## src/rtl/r2mdc_stage_ctrl.sv

```systemverilog
// Per-stage sequencer for one R2MDC pipeline stage: input handshake, twiddle address,
// commutator selects, delay-line enable and output framing including the end-of-frame flush.
module r2mdc_stage_ctrl #(
   parameter int LOG2N = 4,
   parameter int STAGE = 1
) (
   input  logic             clk,
   input  logic             rst_n,
   input  logic             in_valid,
   input  logic             in_sop,
   output logic             in_ready,
   output logic             bf_valid,
   output logic [LOG2N-2:0] tw_addr,
   output logic             in_sw_sel,
   output logic             dl_en,
   output logic             out_valid,
   output logic             out_sop,
   output logic             out_last,
   output logic             out_sw_sel,
   output logic             err
);

   localparam int W  = LOG2N - 1;
   localparam int D  = 2 ** (LOG2N - STAGE - 1);
   localparam int SB = LOG2N - STAGE - 1;

   localparam logic [W-1:0] ONE  = W'(1);
   localparam logic [W-1:0] DMAX = W'(D);
   localparam logic [W-1:0] DM1  = W'(D - 1);
   localparam logic [W-1:0] PM1  = W'((2 ** W) - 1);

   typedef enum logic [1:0] {
      IDLE,
      FILL,
      RUN,
      FLUSH
   } state_t;

   state_t         state, state_n;
   logic [W-1:0]   cnt, cnt_n;
   logic [W-1:0]   fill, fill_n;
   logic [W-1:0]   j, j_n;
   logic [W-1:0]   fcnt, fcnt_n;

   logic           accept;
   logic           issue;
   logic           emit;
   logic           flush;

   logic           bf_valid_n;
   logic [W-1:0]   tw_addr_n;
   logic           in_sw_sel_n;
   logic           dl_en_n;
   logic           out_valid_n;
   logic           out_sop_n;
   logic           out_last_n;
   logic           out_sw_sel_n;
   logic           err_n;

   assign in_ready = (state != FLUSH);
   assign accept   = in_valid & in_ready;

   // issue: an accepted pair enters the butterfly; emit: one output pair leaves the stage.
   always_comb begin
      state_n = state;
      cnt_n   = cnt;
      fill_n  = fill;
      fcnt_n  = fcnt;
      issue   = 1'b0;
      emit    = 1'b0;
      flush   = 1'b0;
      err_n   = 1'b0;

      case (state)
         IDLE: begin
            if (accept) begin
               if (in_sop) begin
                  issue   = 1'b1;
                  cnt_n   = ONE;
                  fill_n  = ONE;
                  state_n = (D == 1) ? RUN : FILL;
               end else begin
                  err_n = 1'b1;
               end
            end
         end
         FILL: begin
            if (accept) begin
               issue  = 1'b1;
               err_n  = in_sop;
               cnt_n  = cnt + ONE;
               fill_n = fill + ONE;
               if ((fill + ONE) == DMAX) begin
                  state_n = RUN;
               end
            end
         end
         RUN: begin
            if (accept) begin
               issue = 1'b1;
               emit  = 1'b1;
               err_n = in_sop;
               if (cnt == PM1) begin
                  cnt_n   = '0;
                  fcnt_n  = '0;
                  state_n = FLUSH;
               end else begin
                  cnt_n = cnt + ONE;
               end
            end
         end
         FLUSH: begin
            emit   = 1'b1;
            flush  = 1'b1;
            fcnt_n = fcnt + ONE;
            if (fcnt == DM1) begin
               state_n = IDLE;
            end
         end
         default: begin
            state_n = IDLE;
         end
      endcase

      bf_valid_n   = issue;
      dl_en_n      = issue | flush;
      tw_addr_n    = issue ? ((cnt & DM1) << STAGE) : '0;
      in_sw_sel_n  = issue & cnt[SB];
      out_valid_n  = emit;
      out_sw_sel_n = emit & j[SB];
      out_sop_n    = emit & (j == '0);
      out_last_n   = emit & (j == PM1);
      j_n          = emit ? (j + ONE) : j;
   end

   // All control outputs are registered so they line up with the datapath's registered pair.
   always_ff @(posedge clk or negedge rst_n) begin
      if (!rst_n) begin
         state      <= IDLE;
         cnt        <= '0;
         fill       <= '0;
         j          <= '0;
         fcnt       <= '0;
         bf_valid   <= 1'b0;
         tw_addr    <= '0;
         in_sw_sel  <= 1'b0;
         dl_en      <= 1'b0;
         out_valid  <= 1'b0;
         out_sop    <= 1'b0;
         out_last   <= 1'b0;
         out_sw_sel <= 1'b0;
         err        <= 1'b0;
      end else begin
         state      <= state_n;
         cnt        <= cnt_n;
         fill       <= fill_n;
         j          <= j_n;
         fcnt       <= fcnt_n;
         bf_valid   <= bf_valid_n;
         tw_addr    <= tw_addr_n;
         in_sw_sel  <= in_sw_sel_n;
         dl_en      <= dl_en_n;
         out_valid  <= out_valid_n;
         out_sop    <= out_sop_n;
         out_last   <= out_last_n;
         out_sw_sel <= out_sw_sel_n;
         err        <= err_n;
      end
   end

endmodule

```

## config.mk

```make
export PLATFORM = sky130hd
export DESIGN_NAME = r2mdc_stage_ctrl
export DESIGN_NICKNAME = d
export VERILOG_FILES = /design/src/rtl/r2mdc_stage_ctrl.sv
export SDC_FILE = /design/constraint.sdc
export NUM_CORES = 1
export LEC_CHECK = 0
export CAP_MARGIN = 20
export CORE_MARGIN = 1
export CORE_UTILIZATION = 40
export CTS_CLUSTER_DIAMETER = 200
export DETAILED_ROUTE_END_ITERATION = 12
export PLACE_DENSITY = 0.68
export SLEW_MARGIN = 25
export SYNTH_ARGS = -nofsm -noshare
export SYNTH_HDL_FRONTEND = slang
export SYNTH_SLANG_ARGS = --single-unit
```

## constraint.sdc

```tcl
create_clock -name clk -period 4.9 [get_ports clk]
set_clock_uncertainty 0.05 [all_clocks]
set_input_delay 0.735 -clock clk [delete_from_list [all_inputs] [get_ports clk]]
set_output_delay 0.735 -clock clk [all_outputs]
set_load 0.02 [all_outputs]
```

==> summary.txt <==
Run status
  – Status: completed

Routing
  – 1st-pass router iterations: 3
  – Total Wirelength: 2.18 mm
  – DR vias: between 800 and 900
  – Wirelength per Cell: 12.7 µm
  – Antenna-violating nets left: 0
  – Vias per cell: 4.91
  – Number of DRC markers in iteration 0: 19
  – Drt drc: 0

CTS
  – TritonCTS Buffers: 3
  – H-tree Lvls: 1
  – Worst skew pair latency: 0.31 ns
  – CTS Sinks: 24
  – Clock Path Buffers: 2
  – CTS tree: built
  – Clock-pin slew on the worst setup and hold paths: around 0.13 ns
  – Clock Root Buffer: clkbuf_4
  – Post_cts resized: 0
  – Total setup buffers inserted after CTS: 0
  – Post-CTS Hold Buffers: 0

Synth
  – Syn Nets: 130
  – Post-Synthesis Mean Instance Area: between 10 and 15 µm²
  – Cells after Synth: 112
  – #FFs+latches synth: 24
  – Sequential fraction of the synthesis area: 46.6%
  – Post-synth EDFFs: 0
  – Post-synth cell types: 36
  – Post-Synthesis Cell Area: around 1300 µm²
  – Synth Flop Type: dfrtp_1
  – Share of flip-flops with an asynchronous set or reset: 100%
  – Yosys warnings: 0

Place
  – Placer Congestion: between 0.7 and 0.8
  – Detail Placement HPWL: about 1.7 mm
  – IO Port Bufs: 14
  – Post-Place Cell Area: 1470 µm²

Floorplanning
  – Die Wd: 58.7 µm
  – DIE HEIGHT: approximately 59 µm
  – Die Area: 3450 µm²
  – Rows: 20
  – Initial core utilization: 42.2%
  – Core Area: 3050 µm²
  – I/O pin count: 16

Final layout
  – Area of the multi-input gates: 621 µm²
  – Number of fill cells: about 280
  – Most frequent cells in the layout: 24 x dfrtp_1, 14 x ha_1, 13 x inv_1, 13 x clkdlybuf4s50_1
  – Commonest non-fill, non-tap cell in the layout: dfrtp_1
  – Layout cells sized above 1: 14.2%
  – Nets@finish: 146
  – Layout area overhead: 17.5%
  – Final non-filler cell area: roughly 1500 µm²
  – FF+latch area: 601 µm²
  – Antenna Cells: 0

GRT
  – Initial antenna violation count: 0
  – Tot GR Track Use: roughly 16%
  – Vias in the first global route: 910
  – First-pass GRT wire length: approximately 3.9 mm
  – Largest net degree at the start of global routing: 25
  – Remaining global-route overflow: 0

STA
  – Final max-slew violation count: 0
  – Final TNS setup: 0 ns
  – Worst Tran Pin Value: around 0.52 ns
  – Fmax: 377 MHz
  – Fin crit share: between 50% and 60%
  – RSZ-0062 raised after global routing: no
  – Relative slew slack: 65.1%
  – Hold slack: 0.322 ns
  – Hold Violations, Final: 0
  – Min Tclk post-route: 2.65 ns
  – # setup viols final: 0

Setup path
  – Worst reg2reg path depth: 6
  – Critical path arrival: 1.87 ns
  – Worst-path fanout max: 7
  – Setup CP Type: reg2out
  – Worst EP required: 4.12 ns
  – Worst setup SP type: register
  – CP Capture Type: primary output
  – Critical R2R Capture: cnt[0]
  – Reg2reg setup slack: 2.78 ns
  – Start of the worst register-to-register path: state[0]

Job
  – MaxCap Viol Count: 0

Worst hold path
  – Worst hold path class: in2async

Power and ir drop
  – P_leak: 0.704 nW
  – Cell Pwr Density: slightly below 700 nW/µm²
  – Total power draw: 1.03 mW
  – Worst VDD drop: 171 µV
[sequential cells by signal (all words and copies together), names as in the netlist, 2 cells and up]
| signal | flops |
|---|---|
| cnt | 3 |
| fcnt | 3 |
| fill | 3 |
| j | 3 |
| state | 2 |
| tw_addr | 2 |
[power by group]
group / leakage [nW] / switching, mW / total [mW] / internal, mW
clock network: 0.0279 / 0.0601 / 0.143 / 0.0827
registers: 0.304 / 0.0539 / 0.334 / 0.280
logic: 0.373 / 0.293 / 0.552 / 0.259
total: 0.704 / 0.407 / 1.03 / 0.622
[stage by stage]
stage	utilization, %	std cells	setup WS (ns)
after floorplan	-	112	3.14
after CTS	49.7	171	2.23
after global routing	49.5	171	2.14
final	49.5	171	2.25
after global placement	48.0	167	2.54
after detailed placement	48.0	167	2.49
[layout make-up]
cell class / count / area share (%)
multi-input cells: 72 / 41.0
clock inverters: 1 / 1.99
repair buffers: 14 / 8.93
flip-flops and latches: 24 / 39.7
well taps: 44 / 3.64
clock buffers: 3 / 1.49
inverters: 13 / 3.23
[worst max-delay path: stages, from the launching register on]
cell	delay, ns
dfrtp_1	0.45
ha_1	0.33
inv_1	0.15
clkdlybuf4s50_1	0.62
[cells by family after synthesis]
| group | after synthesis | share of synthesized area (%) |
|---|---|---|
| AO/OA/AOI/OAI | 20 | 13.2 |
| buffers and inverters | 16 | 5.15 |
| adder cells (fa/ha/maj) | 14 | 13.6 |
| other | 1 | 0.291 |
| multiplexers | 9 | 7.77 |
| AND/OR/NAND/NOR | 26 | 12.0 |
| XOR/XNOR | 2 | 1.36 |
| flip-flops | 24 | 46.6 |
[worst max path at each step]
stage | start | slack (ns) | endpoint | cells after the start
5_1_grt | state[1] | 2.14 | in_ready | 3
4_1_cts | state[0] | 2.23 | in_ready | 3
6_report | state[1] | 2.25 | in_ready | 3
3_5_place_dp | in_valid | 2.49 | state[1] | 5
2_1_floorplan | state[0] | 3.14 | state[1] | 7
3_3_place_gp | in_valid | 2.54 | state[1] | 5
[synthesized netlist by cell type (all sizes together) (3+ instances only)]
cell type / count / share of area, %
nor2: 3 / 0.87
a21oi: 7 / 3.6
nor3: 3 / 1.2
mux2: 5 / 4.7
mux2i: 4 / 3.1
ha: 14 / 14
inv: 13 / 3.8
buf: 3 / 1.4
nand2: 3 / 0.87
nor2b: 6 / 2.9
dfrtp: 24 / 47
[metal layers]
layer,wire length [µm],GRT usage (%)
met5,0,0
met3,103,4.84
met1,873,15.9
met2,1160,27.1
met4,43,10.2
Note: power is estimated with default switching activity, not from simulation.
